===== src/rtl/dmem_access_ctrl.sv =====
// dmem_access_ctrl: initiator-side data-memory controller for the MEM stage.
// Loads issue a single doubleword read. Stores do a read-modify-write: they
// read the partner doubleword, merge it with the store data and write the
// aligned 128-bit word.
// Optional build macro DMEM_MISALIGN_CHK_EN: when defined, a request whose
// low three address bits are not zero skips the memory and responds with
// resp_err=1. When undefined, those bits are masked and resp_err stays 0.
module dmem_access_ctrl #(
  parameter int ADDR_W = 64,
  parameter int DATA_W = 64,
  parameter int RD_LAT = 1
) (
  input  logic                  clk,
  input  logic                  rst_n,
  input  logic                  req_valid,
  output logic                  req_ready,
  input  logic                  req_we,
  input  logic [ADDR_W-1:0]     req_addr,
  input  logic [DATA_W-1:0]     req_wdata,
  output logic                  resp_valid,
  input  logic                  resp_ready,
  output logic [DATA_W-1:0]     resp_rdata,
  output logic                  resp_err,
  output logic                  mem_en,
  output logic                  mem_read_en,
  output logic                  mem_write_en,
  output logic [ADDR_W-1:0]     mem_address,
  output logic [2*DATA_W-1:0]   mem_write_data_word,
  input  logic [DATA_W-1:0]     mem_read_data
);

  typedef enum logic [2:0] {
    IDLE, LD_ISSUE, LD_WAIT, ST_RD, ST_RD_WAIT, ST_WR, RESP
  } state_t;

  localparam logic [3:0]        LAT       = 4'(RD_LAT);
  localparam logic [ADDR_W-1:0] DW_MASK   = ~ADDR_W'(7);
  localparam logic [ADDR_W-1:0] QW_MASK   = ~ADDR_W'(15);
  localparam logic [ADDR_W-1:0] HALF_BIT  = ADDR_W'(8);

  state_t              state, state_nx;
  logic [ADDR_W-1:0]   addr_q;
  logic [DATA_W-1:0]   wdata_q;
  logic [DATA_W-1:0]   partner_q;
  logic [DATA_W-1:0]   rdata_q;
  logic                err_q;
  logic [3:0]          cnt_q;

  logic                accept;
  logic                misalign;
  logic                rd_capture;

`ifdef DMEM_MISALIGN_CHK_EN
  assign misalign = (req_addr[2:0] != 3'b000);
`else
  assign misalign = 1'b0;
`endif

  // State register; async reset drops any in-flight transaction at once
  always_ff @(posedge clk or negedge rst_n) begin
    if (!rst_n) state <= IDLE;
    else        state <= state_nx;
  end

  // Next-state logic and all request/memory/response outputs
  always_comb begin
    state_nx            = state;
    req_ready           = 1'b0;
    resp_valid          = 1'b0;
    mem_read_en         = 1'b0;
    mem_write_en        = 1'b0;
    mem_address         = '0;
    mem_write_data_word = '0;
    accept              = 1'b0;
    rd_capture          = 1'b0;
    case (state)
      IDLE: begin
        req_ready = 1'b1;
        if (req_valid) begin
          accept = 1'b1;
          if (misalign)    state_nx = RESP;
          else if (req_we) state_nx = ST_RD;
          else             state_nx = LD_ISSUE;
        end
      end
      LD_ISSUE: begin
        mem_read_en = 1'b1;
        mem_address = addr_q;
        if (LAT == 4'd0) begin
          rd_capture = 1'b1;
          state_nx   = RESP;
        end else begin
          state_nx   = LD_WAIT;
        end
      end
      LD_WAIT: begin
        if (cnt_q == LAT) begin
          rd_capture = 1'b1;
          state_nx   = RESP;
        end
      end
      ST_RD: begin
        mem_read_en = 1'b1;
        mem_address = addr_q ^ HALF_BIT;
        if (LAT == 4'd0) begin
          rd_capture = 1'b1;
          state_nx   = ST_WR;
        end else begin
          state_nx   = ST_RD_WAIT;
        end
      end
      ST_RD_WAIT: begin
        if (cnt_q == LAT) begin
          rd_capture = 1'b1;
          state_nx   = ST_WR;
        end
      end
      ST_WR: begin
        mem_write_en = 1'b1;
        mem_address  = addr_q & QW_MASK;
        // Store data lands in the half selected by address bit 3
        if (addr_q[3]) mem_write_data_word = {wdata_q, partner_q};
        else           mem_write_data_word = {partner_q, wdata_q};
        state_nx = RESP;
      end
      RESP: begin
        resp_valid = 1'b1;
        if (resp_ready) state_nx = IDLE;
      end
      default: state_nx = IDLE;
    endcase
  end

  assign mem_en     = mem_read_en | mem_write_en;
  assign resp_rdata = (state == RESP) ? rdata_q : '0;
  assign resp_err   = (state == RESP) & err_q;

  // Request latch, read-latency counter and read-data capture
  always_ff @(posedge clk or negedge rst_n) begin
    if (!rst_n) begin
      addr_q    <= '0;
      wdata_q   <= '0;
      partner_q <= '0;
      rdata_q   <= '0;
      err_q     <= 1'b0;
      cnt_q     <= '0;
    end else begin
      if (accept) begin
        addr_q  <= req_addr & DW_MASK;
        wdata_q <= req_wdata;
        rdata_q <= '0;
        err_q   <= misalign;
        cnt_q   <= '0;
      end
      if (state == LD_ISSUE || state == ST_RD)
        cnt_q <= 4'd1;
      else if (state == LD_WAIT || state == ST_RD_WAIT)
        cnt_q <= cnt_q + 4'd1;
      if (rd_capture) begin
        if (state == LD_ISSUE || state == LD_WAIT) rdata_q   <= mem_read_data;
        else                                       partner_q <= mem_read_data;
      end
    end
  end

endmodule


===== config.mk =====
export PLATFORM = sky130hd
export DESIGN_NAME = dmem_access_ctrl
export DESIGN_NICKNAME = d
export VERILOG_FILES = /design/src/rtl/dmem_access_ctrl.sv
export SDC_FILE = /design/constraint.sdc
export NUM_CORES = 1
export LEC_CHECK = 0
export ABC_AREA = 1
export CORE_AREA = 2 2 178 180
export DETAILED_ROUTE_END_ITERATION = 7
export DIE_AREA = 0 0 180 182
export DONT_BUFFER_PORTS = 1
export SYNTH_ARGS = -nofsm -noshare
export SYNTH_HDL_FRONTEND = slang
export SYNTH_SLANG_ARGS = --single-unit
export TNS_END_PERCENT = 1

===== constraint.sdc =====
create_clock -name clk -period 2.9 [get_ports clk]
set_input_delay 0.145 -clock clk [delete_from_list [all_inputs] [get_ports clk]]
set_output_delay 0.145 -clock clk [all_outputs]
set_load 0.03 [all_outputs]

==> flow_summary.yaml, run 1 <==
synthesis:
  ys_types: 25
  synth_top_cell_by_area: "dfrtp_1"
  synth.area.top_cells: "dfrtp_1 (50%), inv_1 (9.3%), nor2_1 (9.2%)"
  synth-seq-cells: 260
  yosysSeqAreaShare: 0.498
  synth_ff_type: "dfrtp_1"
  synth_cells: 1687
  ys_async_sr_fraction: 1.00
  synth_top_area_frac: 0.498
  syn_avg_cell_area_um2: 7.75
  synth_edf_count: 0
  synth_most_common_cell: "inv_1"
  netlist_area_um2: 13100
  ys_top_cells_by_count: "inv_1 (324), nor2_1 (322), dfrtp_1 (260)"
  yosysWarnings: 0
run_status:
  violations: "hold timing"
  status: "finished with violations"
floorplan:
  die-height_um: 182
  dieArea_um2: 32800
  pin_count: 459
  die_w_um: 180
  rows: 65
  initial_core_util: 0.422
  core_um2: 31000
timing:
  final-max-slew-violation-count: 0
  fin_crit_ps: 2790
  worst_slew_pin_slew_ps: 877
  hold_viol_final: 260
  finalSetupViolations: 0
  rsz0062_at_grt: "yes"
  finalClockSkew_ps: 14.7
  max_freq_mhz: 358
  holdWs_ps: -702
  fin_crit_sh: 0.963
  tns_ps: 0
  slew_headroom: 0.415
setup_path:
  start_kind: "register"
  worstSetupPathType: "register to primary output"
  worstReg2RegStart: "state[1]$_DFFE_PN0P_"
  cp.arrival_ps: 2650
  worst-path-max-fanout: 28
  worst-endpoint-required_ps: 2760
  r2r_end: "rdata_q[31]$_DFF_PN0_"
  rr_worst_depth: 5
  reg2reg_slack_ps: 820
  end_kind: "primary output"
drt:
  drt_iter0_markers: 817
  drt_wl_total_mm: 40.7
  drtPass1Iterations: 5
  viasPerCell: 5.02
  drc_errors: 0
  drtAntennaViolNets: 0
  vias: 12200
  wl_per_cell_um: 16.7
clock_network:
  cts_buffer_depth: 3
  path_clk_slew_ps: 60
  cts_root_buffer: "clkbuf_16"
  cts.hold.buffers_added: 192
  cts_tree: "built"
  cts_setup_buffers: 0
  clock_sinks: 260
  clk_latency_ps: 550
  h-tree-depth: 1
  cts_buffers: 30
grt:
  antenna_found_initial: 2
  grt_overflow: 0
  grt_pass1_wl_mm: 63.7
  grt_pass1_vias: 12200
  gr-usage-met1: 0.293
  use_met2: 0.408
  grt_max_degree: 261
  grt_usage: 0.238
  grt-busiest-layer: "met2"
  gr-usage-met3: 0.0507
placed_design:
  routabilityCongestion: 0.854
  io_buffers: 0
  dp.cells: 2179
  hpwl_mm: 25.8
power_and_ir_drop:
  power.leakage_nw: 9.10
  clkPwrFrac: 0.211
  pwr_density_cell_nw_per_um2: 1070
  max-vdd-ir-drop_mv: 0.547
  p_seq_frac: 0.334
  combPwrFrac: 0.454
  switching_share: 0.453
  switchingPower_mw: 8.65
  power.total_mw: 19.1
  internal-power_mw: 10.4
finish:
  nNetsFinal: 2201
  stdcell_count: 2431
  synthToLayoutAreaGrowth_pct: 35.9
  fill_cells: 2754
  drive_gt1_frac: 0.146
job:
  cap_violations: 0
min_path:
  hp-class: "input port to async pin"
## per-stage QoR
stage / util / area (um2) / setup WS [ps]
2_1_floorplan: - / 13100 / 783
3_3_place_gp: 0.475 / 14700 / 573
3_5_place_dp: 0.475 / 14700 / 496
4_1_cts: 0.572 / 17700 / 46.0
5_1_grt: 0.573 / 17800 / -10.1
6_report: 0.573 / 17800 / 106
## cells by family (layout without fill, tap and decap cells)
| group | after synthesis | in the layout | share of synthesized area |
|---|---|---|---|
| fa+ha+maj | 2 | 2 | 0.00191 |
| flops | 260 | 260 | 0.498 |
| other cells | 1 | 7 | 0.000287 |
| xor+xnor | 1 | 1 | 0.000670 |
| buf+inv | 453 | 789 | 0.142 |
| compound gates | 383 | 383 | 0.179 |
| simple gates | 587 | 587 | 0.178 |
## power groups by stage
stage	Combinational, mW	Sequential, mW	Clock, mW
after floorplan	6.45	6.11	0
after global placement	8.18	6.34	0
after detailed placement	8.35	6.41	0
after CTS	8.60	6.36	4.14
after global routing	9.60	6.60	4.28
final	8.66	6.38	4.03
## worst max-delay path by stage
stage                    startpoint                       end  slack (ps)  depth (start not counted)
3_3_place_gp   state[2]$_DFFE_PN0P_   mem_write_data_word[43]         570                          7
3_5_place_dp   state[2]$_DFFE_PN0P_   mem_write_data_word[97]         500                          7
5_1_grt        state[1]$_DFFE_PN0P_   mem_write_data_word[76]         -10                          8
4_1_cts        state[1]$_DFFE_PN0P_   mem_write_data_word[97]          50                          8
2_1_floorplan  state[1]$_DFFE_PN0P_  mem_write_data_word[107]         780                          8
6_report       state[1]$_DFFE_PN0P_   mem_write_data_word[93]         110                          8
## layout make-up
class                           count  area (um2)  area share
Antenna cell                        3        7.51    0.000423
Clock buffer                       40         840      0.0473
Clock inverter                     16         220      0.0124
Inverter                          329        1240      0.0701
Multi-Input combinational cell    977        4770       0.269
Sequential cell                   260        6510       0.367
Tap cell                          402         503      0.0283
Timing Repair Buffer              404        3660       0.206
## routing by layer
layer | up-vias | part of all wire | wire length [um]
met1 | 5773 | 0.41 | 16500
met5 | - | 0 | 0
li1 | 5888 | - | -
met3 | 111 | 0.063 | 2570
met2 | 437 | 0.49 | 19900
met4 | 0 | 0.041 | 1650
## state kept, by name, indices dropped and copies added, names as in the netlist
signal	count
addr_q	61
state	3
cnt_q	4
rdata_q	64
partner_q	64
wdata_q	64
## cell usage in the layout (no fill, tap or decap), types with 5 or more instances in the layout
master         instances
nor2_1               321
inv_1                324
clkbuf_1               6
a211oi_2              14
clkinv_2               6
dlygate4sd3_1        192
buf_12                 9
o21ai_0              176
nand3_1               59
dfrtp_1              257
o21a_1                15
bufinv_16              5
a21oi_1               63
buf_4                201
a211oi_1             114
nand2_1              191
clkbuf_16             32
## critical path, stage by stage, from the launching register on
cell,delay (ps)
dfrtp_2,480
inv_2,120
nand2_2,80
nor2_4,360
inv_8,170
buf_16,230
buf_12,160
a211oi_1,260
buf_4,220
## timing repair
item                                   4_1_cts  5_1_grt
setup endpoints to repair                   44       23
gates resized for setup                      3        2
endpoints found under the hold margin      516      260
gates cloned                                 0        1
pin swaps                                    1        1
Power figures use the tool's default switching activity.
==> inputs of run 2 (changes only) <==
==> constraint.sdc (replaced) <==
create_clock -name clk -period 2.9 [get_ports clk]
set_input_delay 0.435 -clock clk [delete_from_list [all_inputs] [get_ports clk]]
set_output_delay 0.435 -clock clk [all_outputs]
set_load 0.03 [all_outputs]
==> run 2 against run 1 <==
  * The run still ends with hold timing left
  * Non-clock buffer count fell by 178
  * Via count is 7.0% lower
  * Clock power down 5.2%
  * Power shrank 3.1%
  * Utilization fell by 6.3 points
  * Sequential power barely moved
  * First-iteration DRC count shrank 8.9%
  * Register-to-register slack improved by 30 ps
  * Die area did not move
==> flow_summary.yaml, run 2 (synthesis results as in run 1) <==
drt:
  drc_errors: 0
  drt_iter0_markers: 744
  wl_per_cell_um: 16.9
  drt_wl_total_mm: 38.1
  drtPass1Iterations: 5
  vias: 11400
  drtAntennaViolNets: 0
  viasPerCell: 5.04
floorplan:
  die-height_um: 182
  pin_count: 459
  die_w_um: 180
  core_um2: 31000
  dieArea_um2: 32800
  initial_core_util: 0.422
  rows: 65
timing:
  tns_ps: 0
  fin_crit_sh: 0.950
  final-max-slew-violation-count: 0
  hold_viol_final: 260
  holdWs_ps: -410
  slew_headroom: 0.306
  max_freq_mhz: 363
  finalClockSkew_ps: 8.70
  fin_crit_ps: 2750
  finalSetupViolations: 0
  rsz0062_at_grt: "no"
  worst_slew_pin_slew_ps: 1040
clock_network:
  cts.hold.buffers_added: 6
  clock_sinks: 260
  path_clk_slew_ps: 60
  cts_tree: "built"
  h-tree-depth: 1
  cts_buffer_depth: 3
  cts_buffers: 30
  cts_root_buffer: "clkbuf_16"
  clk_latency_ps: 550
  cts_setup_buffers: 0
setup_path:
  crit_path_frequent_cell: "nor2_4"
  worst-path-max-fanout: 61
  end_kind: "primary output"
  worstReg2RegStart: "cnt_q[0]$_DFFE_PN0P_"
  start_kind: "register"
  critPathSlowestCell: "dfrtp_2"
  cp.arrival_ps: 2320
  worstSetupPathType: "register to primary output"
  setup.worst_path.start: "state[1]$_DFFE_PN0P_"
  rr_worst_depth: 7
  worst-endpoint-required_ps: 2470
  slowest_delay_ps: 480
  crit_path_cell_trace: "inv_2 > nand2_2 > nor2_4 > buf_4 > nor2_4 > buf_12 > nor2_1"
grt:
  grt_overflow: 0
  grt_pass1_wl_mm: 60.0
  antenna_found_initial: 3
  grt_usage: 0.226
  grt_max_degree: 261
  grt_pass1_vias: 10900
finish:
  stdcell_area_um2: 15800
  drive_gt1_frac: 0.166
  multiInputGateArea_um2: 4770
  final_cell_mix: "inv_1 (324), nor2_1 (320), dfrtp_1 (257)"
  final_util: 0.510
  nNetsFinal: 2023
  register_area_um2: 6510
  top_regs: "partner_q (64), rdata_q (64), wdata_q (64)"
  fill_cells: 2986
  final_common_cell: "inv_1"
  synthToLayoutAreaGrowth_pct: 21.0
placed_design:
  place_area_um2: 14700
  routabilityCongestion: 0.846
  io_buffers: 0
  hpwl_mm: 25.5
power_and_ir_drop:
  clkPwrFrac: 0.207
  combPwrFrac: 0.447
  power.total_mw: 18.5
  switchingPower_mw: 8.44
  internal-power_mw: 10.1
  pwr_density_cell_nw_per_um2: 1170
  max-vdd-ir-drop_mv: 0.608
  p_seq_frac: 0.347
  switching_share: 0.456
  power.leakage_nw: 8.32
job:
  cap_violations: 0
run_status:
  violations: "hold timing"
  status: "finished with violations"
min_path:
  hp-class: "input port to async pin"
==> run 2: cell types whose count changed in the layout (fill, tap and decap cells not counted), moves of 2 or more <==
cell,change
clkinv_4,-2
dlygate4sd3_1,-186
inv_6,+2
clkbuf_1,-4
buf_12,-4
bufinv_16,-3
clkinv_2,+5
clkinvlp_4,-3
clkbuf_8,+4
buf_4,+14
==> run 2: critical path, delay by kind of cell (launching register included) <==
kind / cells / cell delay (ps)
buffers and inverters: 3 / 520
DFF: 1 / 480
and+or+nand+nor: 4 / 740
==> run 2: worst paths after layout <==
path | slack [ps] | end
max | 150 | mem_address[61]
min | -410 | addr_q[53]$_DFFE_PN0P_
max reg2reg | 850 | rdata_q[52]$_DFF_PN0_
min reg2reg | 480 | partner_q[57]$_DFFE_PN0P_
max in group asynchronous | 2460 | rdata_q[53]$_DFF_PN0_
min in group clk | 20 | wdata_q[53]$_DFFE_PN0P_
==> run 2: area by class of cell <==
cell class | count | share of cell area
Inverter | 329 | 0.0786
Timing Repair Buffer | 226 | 0.112
Sequential cell | 260 | 0.412
Tap cell | 402 | 0.0318
Clock buffer | 40 | 0.0556
Antenna cell | 3 | 0.000475
Multi-Input combinational cell | 977 | 0.302
Clock inverter | 14 | 0.00783
==> run 2: power groups by stage <==
| stage | combinational (mW) | sequential [mW] | clock (mW) |
|---|---|---|---|
| floorplan | 6.45 | 6.11 | 0 |
| global placement | 8.13 | 6.36 | 0 |
| detailed placement | 8.31 | 6.44 | 0 |
| CTS | 8.34 | 6.40 | 3.92 |
| global route | 9.23 | 6.63 | 4.09 |
| finish | 8.26 | 6.41 | 3.82 |
==> run 2: repair_timing <==
item                                    4_1_cts  5_1_grt
gates resized for setup                       2        2
hold endpoints to repair                    266      260
endpoints found under the setup margin       41       36
==> run 2: layer usage <==
layer | up-vias | global-route usage | share of wire
met4 | 0 | 0.0907 | 0.036
met2 | 412 | 0.365 | 0.47
met5 | - | 0 | 0
li1 | 5531 | - | -
met1 | 5318 | 0.293 | 0.42
met3 | 91 | 0.0542 | 0.073
==> run 2: metrics by stage <==
stage                     cells  hold slack (ps)  worst slack, ps
after global routing       2251             -446             47.3
after CTS                  2248             -444             84.6
after floorplan            1690              139              493
after detailed placement   2188              144              524
final                      2251             -410              146
after global placement     2188              145              570
